$ cat config.mk
export PLATFORM = sky130hd
export DESIGN_NAME = rlink_cext_uart_bridge_flat
export DESIGN_NICKNAME = d
export VERILOG_FILES = /design/src/rtl/rlink_cext_uart_pkg.sv /design/src/rtl/rlink_cext_uart_if.sv /design/src/rtl/rlink_cext_uart_rx.sv /design/src/rtl/rlink_cext_uart_bridge.sv /design/src/flat_wrapper.sv
export SDC_FILE = /design/constraint.sdc
export NUM_CORES = 1
export LEC_CHECK = 0
export ABC_AREA = 0
export CAP_MARGIN = 30
export CORE_ASPECT_RATIO = 1.2
export CORE_MARGIN = 5
export CORE_UTILIZATION = 25
export CTS_CLUSTER_SIZE = 40
export DETAILED_ROUTE_END_ITERATION = 10
export PLACE_DENSITY = 0.43
export SLEW_MARGIN = 10
export SYNTH_ARGS = -nofsm -noshare
export SYNTH_HDL_FRONTEND = slang
export SYNTH_SLANG_ARGS = --single-unit
$ cat constraint.sdc
create_clock -name clk -period 2.32 [get_ports clk]
set_input_delay 0.464 -clock clk [delete_from_list [all_inputs] [get_ports clk]]
set_output_delay 0.464 -clock clk [all_outputs]
set_load 0.01 [all_outputs]
$ cat src/rtl/rlink_cext_uart_pkg.sv
// Shared types for the rlink C-side <-> 8N1 UART bridge.
// Latency: n/a (types and constants only).
// Backpressure: n/a.
package rlink_cext_uart_pkg;

  // start + 8 data + stop
  localparam int unsigned BITS_PER_FRAME = 10;

  // index of the last data bit inside a frame (bit counter wraps after it)
  localparam logic [2:0] LAST_DATA_IDX = 3'(BITS_PER_FRAME - 3);

  typedef enum logic [1:0] {
    S_IDLE,
    S_START,
    S_DATA,
    S_STOP
  } tx_state_t;

  typedef enum logic [2:0] {
    R_IDLE,
    R_START,
    R_DATA,
    R_STOP,
    R_BREAK
  } rx_state_t;

endpackage

$ cat src/rtl/rlink_cext_uart_if.sv
// Byte-side interface between the C-side rlink stream and the UART bridge.
// Latency: n/a (wiring only).
// Backpressure: rx_hold=1 tells the master to keep rx_data/rx_val stable.
interface rlink_cext_uart_if;

  logic [7:0] rx_data;
  logic       rx_val;
  logic       rx_hold;
  logic [7:0] tx_data;
  logic       tx_ena;
  logic       rx_err;

  // bridge side
  modport slave (
    input  rx_data,
    input  rx_val,
    output rx_hold,
    output tx_data,
    output tx_ena,
    output rx_err
  );

  // C side
  modport master (
    output rx_data,
    output rx_val,
    input  rx_hold,
    input  tx_data,
    input  tx_ena,
    input  rx_err
  );

endinterface

$ cat src/rtl/rlink_cext_uart_rx.sv
// Deserializer: 8N1 line from the DUT into tx_data/tx_ena byte strobes.
// Latency: tx_ena 2+CDIV/2+9*CDIV+1 clocks after the first edge sampling rxd=0.
// Backpressure: none; the C side must take every tx_ena strobe.
module rlink_cext_uart_rx
  import rlink_cext_uart_pkg::*;
#(
  parameter int CDIV    = 16,
  parameter int CDWIDTH = 8
) (
  input  logic       clk,
  input  logic       reset_n,
  input  logic       i_rxd,
  output logic [7:0] o_tx_data,
  output logic       o_tx_ena,
  output logic       o_rx_err
);

  localparam logic [CDWIDTH-1:0] CNT_BIT  = CDWIDTH'(CDIV - 1);
  localparam logic [CDWIDTH-1:0] CNT_HALF = CDWIDTH'(CDIV / 2);

  logic               r_sync1;
  logic               r_sync2;
  logic               r_prev;
  rx_state_t          r_state;
  rx_state_t          w_state_nxt;
  logic [CDWIDTH-1:0] r_cnt;
  logic [CDWIDTH-1:0] w_cnt_nxt;
  logic [2:0]         r_idx;
  logic [2:0]         w_idx_nxt;
  logic [7:0]         r_shift;
  logic [7:0]         w_shift_nxt;
  logic [7:0]         r_tx_data;
  logic [7:0]         w_tx_data_nxt;
  logic               r_tx_ena;
  logic               w_tx_ena_nxt;
  logic               r_rx_err;
  logic               w_rx_err_nxt;
  logic               w_cnt_zero;

  assign w_cnt_zero = (r_cnt == '0);

  // Two-flop synchronizer plus one delayed copy for falling-edge detection;
  // all reset to the idle-high line level so reset never looks like a start.
  always_ff @(posedge clk or negedge reset_n) begin
    if (!reset_n) begin
      r_sync1 <= 1'b1;
      r_sync2 <= 1'b1;
      r_prev  <= 1'b1;
    end else begin
      r_sync1 <= i_rxd;
      r_sync2 <= r_sync1;
      r_prev  <= r_sync2;
    end
  end

  // Next-state and datapath for the receive FSM.
  always_comb begin
    w_state_nxt   = r_state;
    w_cnt_nxt     = r_cnt;
    w_idx_nxt     = r_idx;
    w_shift_nxt   = r_shift;
    w_tx_data_nxt = r_tx_data;
    w_tx_ena_nxt  = 1'b0;
    w_rx_err_nxt  = 1'b0;
    case (r_state)
      R_IDLE: begin
        if (r_prev && !r_sync2) begin
          w_state_nxt = R_START;
          w_cnt_nxt   = CNT_HALF;
        end
      end
      R_START: begin
        if (w_cnt_zero) begin
          if (r_sync2) begin
            // line went back high before mid start bit: treat as a glitch
            w_state_nxt = R_IDLE;
          end else begin
            w_state_nxt = R_DATA;
            w_cnt_nxt   = CNT_BIT;
            w_idx_nxt   = 3'd0;
          end
        end else begin
          w_cnt_nxt = r_cnt - CDWIDTH'(1);
        end
      end
      R_DATA: begin
        if (w_cnt_zero) begin
          w_shift_nxt = {r_sync2, r_shift[7:1]};
          w_cnt_nxt   = CNT_BIT;
          w_idx_nxt   = r_idx + 3'd1;
          if (r_idx == LAST_DATA_IDX) begin
            w_state_nxt = R_STOP;
          end
        end else begin
          w_cnt_nxt = r_cnt - CDWIDTH'(1);
        end
      end
      R_STOP: begin
        if (w_cnt_zero) begin
          if (r_sync2) begin
            w_tx_data_nxt = r_shift;
            w_tx_ena_nxt  = 1'b1;
            w_state_nxt   = R_IDLE;
          end else begin
            // missing stop bit: drop the byte and wait out the break
            w_rx_err_nxt = 1'b1;
            w_state_nxt  = R_BREAK;
          end
        end else begin
          w_cnt_nxt = r_cnt - CDWIDTH'(1);
        end
      end
      R_BREAK: begin
        if (r_sync2) begin
          w_state_nxt = R_IDLE;
        end
      end
      default: begin
        w_state_nxt = R_IDLE;
      end
    endcase
  end

  // Receive FSM state and datapath registers.
  always_ff @(posedge clk or negedge reset_n) begin
    if (!reset_n) begin
      r_state   <= R_IDLE;
      r_cnt     <= '0;
      r_idx     <= 3'd0;
      r_shift   <= 8'h00;
      r_tx_data <= 8'h00;
      r_tx_ena  <= 1'b0;
      r_rx_err  <= 1'b0;
    end else begin
      r_state   <= w_state_nxt;
      r_cnt     <= w_cnt_nxt;
      r_idx     <= w_idx_nxt;
      r_shift   <= w_shift_nxt;
      r_tx_data <= w_tx_data_nxt;
      r_tx_ena  <= w_tx_ena_nxt;
      r_rx_err  <= w_rx_err_nxt;
    end
  end

  assign o_tx_data = r_tx_data;
  assign o_tx_ena  = r_tx_ena;
  assign o_rx_err  = r_rx_err;

endmodule

$ cat src/rtl/rlink_cext_uart_bridge.sv
// Bridge between the rlink C-side byte stream and a DUT's 8N1 UART pins.
// Latency: txd start bit on the clock after accept; frame = 10*CDIV clocks.
// Backpressure: rx_hold=1 whenever the serializer is not idle; bytes held upstream.
module rlink_cext_uart_bridge
  import rlink_cext_uart_pkg::*;
#(
  parameter int CDIV    = 16,
  parameter int CDWIDTH = 8
) (
  input  logic              clk,
  input  logic              reset_n,
  rlink_cext_uart_if.slave  bus,
  output logic              txd,
  input  logic              rxd
);

  localparam logic [CDWIDTH-1:0] CNT_BIT = CDWIDTH'(CDIV - 1);

  tx_state_t          r_state;
  tx_state_t          w_state_nxt;
  logic [CDWIDTH-1:0] r_cnt;
  logic [CDWIDTH-1:0] w_cnt_nxt;
  logic [2:0]         r_idx;
  logic [2:0]         w_idx_nxt;
  logic [7:0]         r_shift;
  logic [7:0]         w_shift_nxt;
  logic               r_txd;
  logic               w_txd_nxt;
  logic               r_hold;
  logic               w_hold_nxt;
  logic               w_accept;
  logic               w_cnt_zero;
  logic [7:0]         w_tx_data;
  logic               w_tx_ena;
  logic               w_rx_err;

  // r_hold is only low in S_IDLE (and never in the first cycle after reset)
  assign w_accept   = bus.rx_val && !r_hold;
  assign w_cnt_zero = (r_cnt == '0);

  // Next-state and datapath for the transmit FSM; txd and rx_hold are
  // derived from the next state so both outputs come straight from flops.
  always_comb begin
    w_state_nxt = r_state;
    w_cnt_nxt   = r_cnt;
    w_idx_nxt   = r_idx;
    w_shift_nxt = r_shift;
    case (r_state)
      S_IDLE: begin
        if (w_accept) begin
          w_state_nxt = S_START;
          w_cnt_nxt   = CNT_BIT;
          w_shift_nxt = bus.rx_data;
        end
      end
      S_START: begin
        if (w_cnt_zero) begin
          w_state_nxt = S_DATA;
          w_cnt_nxt   = CNT_BIT;
          w_idx_nxt   = 3'd0;
        end else begin
          w_cnt_nxt = r_cnt - CDWIDTH'(1);
        end
      end
      S_DATA: begin
        if (w_cnt_zero) begin
          w_cnt_nxt   = CNT_BIT;
          w_shift_nxt = {1'b0, r_shift[7:1]};
          w_idx_nxt   = r_idx + 3'd1;
          if (r_idx == LAST_DATA_IDX) begin
            w_state_nxt = S_STOP;
          end
        end else begin
          w_cnt_nxt = r_cnt - CDWIDTH'(1);
        end
      end
      S_STOP: begin
        if (w_cnt_zero) begin
          w_state_nxt = S_IDLE;
        end else begin
          w_cnt_nxt = r_cnt - CDWIDTH'(1);
        end
      end
      default: begin
        w_state_nxt = S_IDLE;
      end
    endcase

    case (w_state_nxt)
      S_START: w_txd_nxt = 1'b0;
      S_DATA:  w_txd_nxt = w_shift_nxt[0];
      default: w_txd_nxt = 1'b1;
    endcase

    w_hold_nxt = (w_state_nxt != S_IDLE);
  end

  // Transmit FSM state, shifter and registered line/hold outputs.
  always_ff @(posedge clk or negedge reset_n) begin
    if (!reset_n) begin
      r_state <= S_IDLE;
      r_cnt   <= '0;
      r_idx   <= 3'd0;
      r_shift <= 8'h00;
      r_txd   <= 1'b1;
      r_hold  <= 1'b1;
    end else begin
      r_state <= w_state_nxt;
      r_cnt   <= w_cnt_nxt;
      r_idx   <= w_idx_nxt;
      r_shift <= w_shift_nxt;
      r_txd   <= w_txd_nxt;
      r_hold  <= w_hold_nxt;
    end
  end

  assign txd         = r_txd;
  assign bus.rx_hold = r_hold;

  rlink_cext_uart_rx #(
    .CDIV    (CDIV),
    .CDWIDTH (CDWIDTH)
  ) u_rx (
    .clk       (clk),
    .reset_n   (reset_n),
    .i_rxd     (rxd),
    .o_tx_data (w_tx_data),
    .o_tx_ena  (w_tx_ena),
    .o_rx_err  (w_rx_err)
  );

  assign bus.tx_data = w_tx_data;
  assign bus.tx_ena  = w_tx_ena;
  assign bus.rx_err  = w_rx_err;

endmodule

$ cat src/flat_wrapper.sv
// flat-port wrapper written by rule: the top's interface ports become plain ports
module rlink_cext_uart_bridge_flat import rlink_cext_uart_pkg::*;
#(
  parameter int CDIV    = 16,
  parameter int CDWIDTH = 8
)
  (clk, reset_n, txd, rxd, bus_rx_data, bus_rx_val, bus_rx_hold, bus_tx_data, bus_tx_ena, bus_rx_err);
  rlink_cext_uart_if bus_i ();
  input  logic clk;
  input  logic reset_n;
  output logic txd;
  input  logic rxd;
  input wire logic [$bits(bus_i.rx_data)-1:0] bus_rx_data;
  input wire logic [$bits(bus_i.rx_val)-1:0] bus_rx_val;
  output wire logic [$bits(bus_i.rx_hold)-1:0] bus_rx_hold;
  output wire logic [$bits(bus_i.tx_data)-1:0] bus_tx_data;
  output wire logic [$bits(bus_i.tx_ena)-1:0] bus_tx_ena;
  output wire logic [$bits(bus_i.rx_err)-1:0] bus_rx_err;
  assign bus_i.rx_data = bus_rx_data;
  assign bus_i.rx_val = bus_rx_val;
  assign bus_rx_hold = bus_i.rx_hold;
  assign bus_tx_data = bus_i.tx_data;
  assign bus_tx_ena = bus_i.tx_ena;
  assign bus_rx_err = bus_i.rx_err;
  rlink_cext_uart_bridge #(.CDIV(CDIV), .CDWIDTH(CDWIDTH)) u_core (.clk(clk), .reset_n(reset_n), .bus(bus_i), .txd(txd), .rxd(rxd));
endmodule
==> impl_metrics.ini <==
[run_status]
outcome = completed

[clock_tree]
postCtsSetupBuffers = 0
numClockSinks = 58
cts_resized = 0
cts_buffers = 9
cts_tree = yes
path_clk_slew_ps = 50
clockBufferDepth = 2
cts_max_level = 3
clkLatencyLatePin_ps = 320
clockRootBuffer = clkbuf_16
holdBufCountCts = 0

[sta]
fin_crit_sh_pct = 94.5
min_period_ps = 2190
slew_headroom_pct = 55.4
fin_ws_ps = 128
timing.fmax_mhz = 456
hold_viol_final = 0
holdWs_ps = 77.0
setup_tns_ps = 0
rsz0062_at_grt = false
worst_clock_skew_ps = 3.98
tightest_slew_ps = 664
setup_viol = 0
drv_slew = 0

[setup_path]
cp_max_fo = 11
slowest_delay_ps = 650
cp-start-kind = flop
worstRegToRegCells = 5
r2r_start = u_core.u_rx.r_cnt[0]
path_cells = inv_1, ha_1, or3b_1, or4_4, mux2_4
required_ps = 2530
critPathKind = flop to flop
critPathLaunch = u_core.u_rx.r_cnt[0]
r2r_end = u_core.u_rx.r_shift[6]
crit_slowest_cell = or4_4
crit_path_end = u_core.u_rx.r_shift[6]
r2r_slack_ps = 130
crit_path_end_kind = flop
worstPathArrival_ps = 2400

[synthesis]
synth_area_per_cell_um2 = 11.0
ys_seq_area_share_pct = 47.8
synth_top_flop_cell = dfrtp_1
synth_nets = 299
synth_top_area_share_pct = 43.5
synth_area_mm2 = 0.00305
ys_types = 53
synth_top_area_cell = dfrtp_1
synthArstFlopShare_pct = 100
synthTopCellsByArea = dfrtp_1 44%, mux2_2 5.9%, dfstp_2 4.3%
yosys-top-cells-count = 53 x dfrtp_1, 21 x nor2_1, 16 x mux2_2
yosysMostFrequentCell = dfrtp_1
synth_seq_cells = 58
synth_cells = 277
synth-edff-count = 0
yosys_warnings = 0

[power_and_ir_drop]
p_seq_share_pct = 39.1
power.share.clock_pct = 42.2
irDropWorstVdd_v = 0.000280
swShare_pct = 27.9
p_int_w = 0.00227
p_comb_share_pct = 18.7
power_density_mw_per_mm2 = 810
p_leak_nw = 1.72
power.total_w = 0.00314
power.switching_w = 0.000876

[finish]
area_delta_synth_final_pct = 27.3
diodes = 0
multi_input_area_mm2 = 0.00150
fin_util_pct = 32.3
drive_gt1_share_pct = 21.6
register_area_mm2 = 0.00146
fin_nets = 341
fillers = 1265

[global_route]
grt_pass1_vias = 2398
grt_overflow = 0
grt_pass1_wl_um = 11800
antenna_found_initial = 0
grt_use_total_pct = 10.1
grt_max_degree = 29

[detailed_routing]
num_vias = 2311
routed_wl_um = 6610
drt_iter0_markers = 70
viasPerCell = 4.76
dr.pass1.iters = 4
routedWlPerCell_um = 13.6
route.detailed.drc = 0
drtAntennaViolNets = 0

[die]
core-area_mm2 = 0.0120
rows = 44
die_w_um = 111
die_area_mm2 = 0.0145
die_h_um = 131
io_pins = 24
floorplan.initialDensity_pct = 25.4

[placement]
place_ws_ps = 42.0
dpl.hpwl_um = 4710
gp_routability_congestion = 0.776
io_buffer_count = 23

[run]
cap_viol_max_count = 0

[worst_hold_path]
min_path_type = input pin to asynchronous set/reset pin
[through the flow]
stage	std cells	cell area, µm²
3_3_place_gp	469	3570
6_report	485	3880
2_1_floorplan	277	3050
5_1_grt	485	3880
4_1_cts	485	3870
3_5_place_dp	469	3570
[worst min path at each step]
stage,end,slack [ps],cells past startpoint,start
after floorplan,u_core.r_cnt[0],170,0,reset_n
after global placement,u_core.u_rx.r_sync2,350,0,u_core.u_rx.r_sync1
after detailed placement,u_core.u_rx.r_sync2,350,0,u_core.u_rx.r_sync1
after CTS,u_core.r_shift[6],80,1,reset_n
after global routing,u_core.r_shift[6],110,1,reset_n
final,u_core.r_shift[6],80,1,reset_n
[kinds of logic after synthesis]
kind of cell	count (synthesis)	share of synthesized area, %
AND/OR/NAND/NOR	91	16.9
AO/OA/AOI/OAI	68	17.3
adder cells (fa/ha/maj)	10	4.11
multiplexers	27	10.7
buffers and inverters	23	3.16
flip-flops	58	47.8
[power groups by stage]
| stage | clock network [W] | registers, W | logic, W |
|---|---|---|---|
| 2_1_floorplan | 0 | 0.00120 | 0.000421 |
| 3_3_place_gp | 0 | 0.00124 | 0.000585 |
| 3_5_place_dp | 0 | 0.00124 | 0.000585 |
| 4_1_cts | 0.00138 | 0.00123 | 0.000590 |
| 5_1_grt | 0.00142 | 0.00125 | 0.000664 |
| 6_report | 0.00133 | 0.00123 | 0.000587 |
[cell usage in the layout, fill, tap and decap left out, drive strengths merged, types with 3 or more instances in the layout]
cell / synthesis / final
o22a: 5 / 5
dfstp: 5 / 5
clkbuf: 6 / 13
nor2: 21 / 21
nand2b: 7 / 7
o21ai: 7 / 7
o22ai: 3 / 3
clkdlybuf4s50: 0 / 22
nor4: 5 / 5
mux2: 23 / 23
buf: 3 / 18
nor3: 11 / 11
o31ai: 3 / 3
ha: 10 / 10
a31oi: 3 / 3
a211oi: 6 / 6
nand3: 10 / 10
dfrtp: 53 / 53
a22o: 14 / 14
nand2: 13 / 13
inv: 14 / 14
a21oi: 9 / 9
or3: 4 / 4
nand4: 3 / 3
mux2i: 4 / 4
[routing by layer]
| metal | up-vias | GRT usage (%) | share of wire (%) | wire length [µm] |
|---|---|---|---|---|
| li1 | 1129 | - | - | - |
| met1 | 1140 | 12.5 | 47 | 3110 |
| met2 | 34 | 16.4 | 48 | 3150 |
| met3 | 8 | 2.72 | 3.3 | 217 |
| met4 | 0 | 4.78 | 1.9 | 127 |
| met5 | - | 0 | 0 | 0 |
[registers in the layout (all words and copies together) (netlist names)]
register	flops
u_core.u_rx.o_tx_ena	1
u_core.u_rx.r_prev	1
u_core.u_rx.o_rx_err	1
u_core.u_rx.r_shift	8
u_core.r_shift	8
u_core.r_state	2
u_core.u_rx.r_idx	3
u_core.u_rx.r_sync1	1
u_core.u_rx.o_tx_data	8
u_core.bus.rx_hold	1
u_core.txd	1
u_core.r_idx	3
u_core.u_rx.r_sync2	1
u_core.u_rx.r_cnt	8
u_core.u_rx.r_state	3
u_core.r_cnt	8
[area by class of cell]
type / instances / area share [%]
inverter: 14 / 1.35
clock inverter: 3 / 1.03
sequential: 58 / 37.6
tap: 161 / 5.19
clock buffer: 13 / 6.71
multi-input combinational: 196 / 38.7
timing repair buffer: 40 / 9.41
[worst max-delay path, delay by kind of cell, from the launching register on]
kind	cells	cell delay [ps]
buffers and inverters	1	70
adders and majority gates	1	210
muxes	1	340
DFF	1	410
and+or+nand+nor	2	1040
Note: power is estimated with default switching activity, not from simulation.
